### src/rtl/inert_intf.sv
// Inertial sensor command sequencer: configures the sensor over the SPI monarch
// after a power-up delay, then reads the yaw rate on every data-ready interrupt.
module inert_intf #(
  parameter int DLY_W = 16
) (
  input  logic        clk,
  input  logic        rst_n,
  input  logic        INT,
  input  logic        done,
  input  logic [15:0] inert_data,
  output logic        wrt,
  output logic [15:0] cmd,
  output logic [15:0] yaw_rt,
  output logic        vld
);

  localparam logic [15:0] CMD_INT1  = 16'h0D02;
  localparam logic [15:0] CMD_ODR   = 16'h1160;
  localparam logic [15:0] CMD_ROUND = 16'h1440;
  localparam logic [15:0] CMD_YAWL  = 16'hA600;
  localparam logic [15:0] CMD_YAWH  = 16'hA700;
  localparam logic [DLY_W-1:0] TMR_ONE = 1;

  typedef enum logic [2:0] {
    PWRUP, CFG1, CFG2, CFG3, WAIT_INT, RD_L, RD_H
  } state_t;

  state_t            state_q, state_d;
  logic [DLY_W-1:0]  tmr_q, tmr_d;
  logic              int_ff1_q, int_ff2_q;
  logic              wrt_q, wrt_d;
  logic [15:0]       cmd_q, cmd_d;
  logic [7:0]        yawl_q, yawl_d;
  logic [15:0]       yaw_q, yaw_d;
  logic              vld_q, vld_d;
  logic              done_ok;

  // done may still be high from the previous transaction during the wrt cycle;
  // the monarch clears it on that edge, so only later cycles count.
  assign done_ok = done & ~wrt_q;

  always_comb begin
    state_d = state_q;
    tmr_d   = tmr_q;
    wrt_d   = 1'b0;
    cmd_d   = cmd_q;
    yawl_d  = yawl_q;
    yaw_d   = yaw_q;
    vld_d   = 1'b0;
    unique case (state_q)
      PWRUP: begin
        tmr_d = tmr_q + TMR_ONE;
        if (&tmr_q) begin
          wrt_d   = 1'b1;
          cmd_d   = CMD_INT1;
          state_d = CFG1;
        end
      end
      CFG1: if (done_ok) begin
        wrt_d   = 1'b1;
        cmd_d   = CMD_ODR;
        state_d = CFG2;
      end
      CFG2: if (done_ok) begin
        wrt_d   = 1'b1;
        cmd_d   = CMD_ROUND;
        state_d = CFG3;
      end
      CFG3: if (done_ok) state_d = WAIT_INT;
      WAIT_INT: if (int_ff2_q) begin
        wrt_d   = 1'b1;
        cmd_d   = CMD_YAWL;
        state_d = RD_L;
      end
      RD_L: if (done_ok) begin
        yawl_d  = inert_data[7:0];
        wrt_d   = 1'b1;
        cmd_d   = CMD_YAWH;
        state_d = RD_H;
      end
      RD_H: if (done_ok) begin
        yaw_d   = {inert_data[7:0], yawl_q};
        vld_d   = 1'b1;
        state_d = WAIT_INT;
      end
      default: state_d = PWRUP;
    endcase
  end

  always_ff @(posedge clk or negedge rst_n) begin
    if (!rst_n) begin
      state_q   <= PWRUP;
      tmr_q     <= '0;
      int_ff1_q <= 1'b0;
      int_ff2_q <= 1'b0;
      wrt_q     <= 1'b0;
      cmd_q     <= 16'h0000;
      yawl_q    <= 8'h00;
      yaw_q     <= 16'h0000;
      vld_q     <= 1'b0;
    end else begin
      state_q   <= state_d;
      tmr_q     <= tmr_d;
      int_ff1_q <= INT;
      int_ff2_q <= int_ff1_q;
      wrt_q     <= wrt_d;
      cmd_q     <= cmd_d;
      yawl_q    <= yawl_d;
      yaw_q     <= yaw_d;
      vld_q     <= vld_d;
    end
  end

  assign wrt    = wrt_q;
  assign cmd    = cmd_q;
  assign yaw_rt = yaw_q;
  assign vld    = vld_q;

endmodule

### config.mk
export PLATFORM = sky130hd
export DESIGN_NAME = inert_intf
export DESIGN_NICKNAME = d
export VERILOG_FILES = /design/src/rtl/inert_intf.sv
export SDC_FILE = /design/constraint.sdc
export NUM_CORES = 1
export LEC_CHECK = 0
export ABC_AREA = 1
export CORE_AREA = 2 2 79 81
export DETAILED_ROUTE_END_ITERATION = 16
export DIE_AREA = 0 0 81 83
export HOLD_SLACK_MARGIN = 0.08
export PLACE_DENSITY = 0.67
export RECOVER_POWER = 50
export SLEW_MARGIN = 20
export SYNTH_ARGS = -nofsm -noshare
export SYNTH_HDL_FRONTEND = slang
export SYNTH_SLANG_ARGS = --single-unit
### constraint.sdc
create_clock -name clk -period 4.3 [get_ports clk]
set_input_delay 0.43 -clock clk [delete_from_list [all_inputs] [get_ports clk]]
set_output_delay 0.43 -clock clk [all_outputs]
set_load 0.05 [all_outputs]
# Word-level counts from Yosys, hierarchy flattened
# Cells that the tools add are included.
# op_classes
add_sub_neg	1
mul	0
div_mod_pow	0
n_lt_le_gt_ge	0
eq_ne	12
shift	0
muxes	18
bitwise_logic	2
n_reduce_logical	9
# op_table
op	n
$mux W16	5
$pmux W16 S5	1
$mux W3	6
$pmux W3 S6	1
$add A16 B1 Y16 const B	1
$reduce_and A16 Y1	1
$reduce_and A6 Y1	2
$ne A2 B2 Y1 const B	5
$eq A3 B3 Y1 const B	3
$eq A3 B2 Y1 const B	2
$reduce_bool A5 Y1	1
$mux W1	4
$reduce_and A2 Y1	2
$eq A3 B1 Y1 const B	1
$logic_not A3 Y1	1
$pmux W1 S3	1
$reduce_or A3 Y1	1
$ne A2 B1 Y1 const B	1
$reduce_or A2 Y1	1
$and A1 B1 Y1	1
$not A1 Y1	1
# totals
ff_bits	63
latchBits	0
mem_bits_rw	0
rom_bits	0
output_inout_bits	34
mem_count	0

# Depth between registers and ports, before layout
# logic_depth
word_depth	4
depth_mapped	9

# Least setup slack after synthesis
# Ideal clock, no wire load.
# synth_path
path_kind	register -> register
start	register wrt_q, in the netlist wrt
end	register yaw_q[10], in the netlist yaw_rt[10]
arrival_ns	1.505
setup_slack_ns	2.670
path_stages_with_launch	6
period_less_slack_ns	1.630
path_cell_list	dfrtp_1 -> inv_1 -> nand2_1 -> nor2_8 -> buf_8 -> mux2_4
# synth_via
elab_chain_cells	3
# synth_rtl
element	line_no	text
from (decl)	31	logic wrt_q, wrt_d;
from (signal assigned)	106	wrt_q <= wrt_d;
$not A1 Y1	40	assign done_ok = done & ~wrt_q;
$and A1 B1 Y1	40	
$reduce_and A2 Y1 (no line)	--	
to (signal assigned)	109	yaw_q <= yaw_d;
to (decl)	34	logic [15:0] yaw_q, yaw_d;
# Every way passes these cells.
# A chain may end at the register's enable or synchronous reset.

# Final worst setup path
# layout_path
start	input port done
end	register yaw_q[6], in the netlist yaw_rt[6]
# layout_via
elab_chain_cells	2
# layout_rtl
element	line_no	text
from (decl)	9	input logic done,
$and A1 B1 Y1	40	
$reduce_and A2 Y1 (no line)	--	
# Every way passes these cells.

==> results.yml <==
outcome:
  status: "finished, violations left"
  violations: "max-capacitance violations, max-slew violations"
global_route:
  grt_max_degree: 54
  grt_antenna_before_repair: 0
  grt_pass1_wl_mm: 7.76
  grt_use_total_pct: 14.6
  grt-ovfl-total: 0
  grt_pass1_vias: 1774
timing:
  maxSlewHeadroom_pct: -9.48
  finClkSkew_ns: 0.00974
  drv_slew: 19
  period_share_pct: 57.7
  min_period_ns: 2.48
  hold_viol: 0
  worst_slew_pin_slew_ns: 1.64
  rsz0062_at_grt: "no"
  fmax_ghz: 0.403
  setup-violations-final: 0
  setup_tns_ns: 0
logic_synthesis:
  yosysWarnings: 0
  synth_seq_cells: 53
  synth_top_family_by_area: "simple AND/OR/NAND/NOR gates"
  synth_flop_cell: "dfrtp_1"
  synthMuxAreaShare_pct: 10.8
  netlist-cell-type-count: 31
  synth_edf_count: 0
  synthSimpleGateAreaFrac_pct: 23.0
  postSynthCellCount: 262
  syn_area_per_cell_sq_um: 9.68
  yosysSeqAreaShare_pct: 52.3
  synthArstFlopShare_pct: 100
  synth_xor_area_share_pct: 2.42
  synth_area_sq_um: 2540
  synth_adder_area_share_pct: 0.493
  synth-compound-area-share_pct: 2.81
place:
  post-dp-hpwl_mm: 3.10
  place_congestion: 0.773
  placed_cells: 370
  port_buffers: 39
worst_setup_path:
  crit_family: "simple AND/OR/NAND/NOR gates"
  slowest_stage: "nor2_1"
  timing.reg2reg.setup_slack_ns: 1.87
  r2r_cells: 4
  path_buf_inv: 1
  crit_path_max_fanout: 18
  cpPeakStageDelay_ns: 1.25
  path_class: "input port to register"
  crit_path_start_kind: "input port"
  rr_startpoint: "state_q[0]$_DFFE_PN0P_"
  r2r-end: "yaw_rt[6]$_DFFE_PN0P_"
  end_kind: "register"
  crit_chain: "clkdlybuf4s50_1 -> nand2_1 -> nor2_1 -> mux2_2"
  timing.critical_path.arrival_ns: 2.68
  critical_path_required_ns: 4.50
cts:
  ctsResizeCount: 0
  htreeDepth: 2
  root_buffer: "clkbuf_8"
  clkLatencyLatePin_ns: 0.31
  cts_buffers: 5
  clk_pin_slew_ns: 0.10
  postCtsSetupRepairBufs: 0
  cts.path.max_buffers: 2
  cts_tree: "built"
  cts_sinks: 53
  cts_hold_buf: 0
power:
  p_leak_nw: 1.50
  vdd_drop_max_mv: 0.124
  power_density_nw_per_um2: 279
  power_mw: 0.836
cells_and_area:
  n_antenna_cell: 0
  multi_input_area_sq_um: 981
  instances_no_fill: 378
  drive_gt1_share_pct: 10.2
  n_fill_cell: 578
  layout_common_cells: "74 x nand2_1, 53 x dfrtp_1, 37 x clkdlybuf4s50_1"
  layout_commonest_cell: "nand2_1"
  areaGrowthSynthToFinish_pct: 18.3
  regArea_sq_um: 1330
  nets: 323
route:
  ant_nets: 0
  viasPerCell: 4.72
  wl_per_cell_um: 11.5
  wl_mm: 4.35
  drc: 0
  drtPass1Iterations: 4
  vias: 1783
  drt_iter0_markers: 55
die:
  ios: 54
  dieArea_sq_um: 6720
  row_count: 28
  die_x_um: 81
  die_y_um: 83
  initial_core_util_pct: 43.6
  coreArea_sq_um: 5820
run:
  drv_cap: 1
worst_hold_path:
  hp-class: "input port to asynchronous set/reset pin"
## cells in the mapped netlist (3+ instances only)
master / n / area [sq um]
nand3_1: 16 / 80.1
mux2_1: 10 / 113
xnor2_1: 3 / 26.3
nand2_2: 3 / 18.8
mux2_4: 7 / 105
dfrtp_1: 53 / 1330
o21ai_0: 4 / 20.0
inv_1: 26 / 97.6
buf_4: 10 / 75.1
mux2_2: 5 / 56.3
inv_2: 3 / 11.3
nand2_1: 73 / 274
nand4_1: 5 / 31.3
xor2_1: 4 / 35.0
nor2_1: 19 / 71.3
## power breakdown
part	internal (mW)	leakage [nW]	switching (mW)
registers	0.499	0.711	0.000605
clock network	0.134	0.0518	0.170
logic	0.00910	0.733	0.0239
total	0.642	1.50	0.194
## per-layer routing
layer	vias to the layer above	wire length, um	track usage, %	part of all wire, %
met5	-	0	0	0
met2	35	2100	23.7	48
met1	848	2010	18.6	46
met4	0	73	5.39	1.7
li1	893	-	-	-
met3	7	168	3.48	3.9
## cell type report
cell class / count / share of cell area (%)
clock inverter: 2 / 0.583
tap: 75 / 3.13
clock buffer: 6 / 2.75
sequential: 53 / 44.2
timing repair buffer: 40 / 13.1
multi-input combinational: 173 / 32.7
inverter: 29 / 3.62
## through the flow
stage | worst slack (ns) | area (sq um) | hold WS [ns] | utilization, %
floorplan | 2.67 | 2560 | 0.134 | -
global placement | 2.30 | 2950 | 0.372 | 50.7
detailed placement | 2.29 | 2950 | 0.383 | 50.7
CTS | 2.33 | 3050 | 0.248 | 52.4
global route | 1.65 | 3000 | 0.292 | 51.6
finish | 1.82 | 3000 | 0.228 | 51.6
## cells by family after synthesis
family                     Yosys count
AOI/OAI and AO/OA                   11
xor gates and xnor gates             7
adders and majority gates            1
buffers and inverters               41
DFF                                 53
muxes                               22
other                                1
and+or+nand+nor                    126
## worst max-delay path by stage
stage                   startpoint                      to  cells past startpoint
2_1_floorplan        wrt$_DFF_PN0_  yaw_rt[10]$_DFFE_PN0P_                      5
3_3_place_gp                  done   yaw_rt[3]$_DFFE_PN0P_                      4
6_report                      done   yaw_rt[6]$_DFFE_PN0P_                      4
4_1_cts        cmd[13]$_DFFE_PN0P_                 cmd[15]                      1
3_5_place_dp                  done   yaw_rt[6]$_DFFE_PN0P_                      4
5_1_grt                       done   yaw_rt[4]$_DFFE_PN0P_                      4
## state kept, by name (all words and copies together) (netlist names)
name and count:
wrt 1, yaw_rt 16, state_q 3, vld 1, int_ff1_q 1, yawl_q 8, cmd 6, tmr_q 16
int_ff2_q 1
Note: power is estimated with default switching activity, not from simulation.
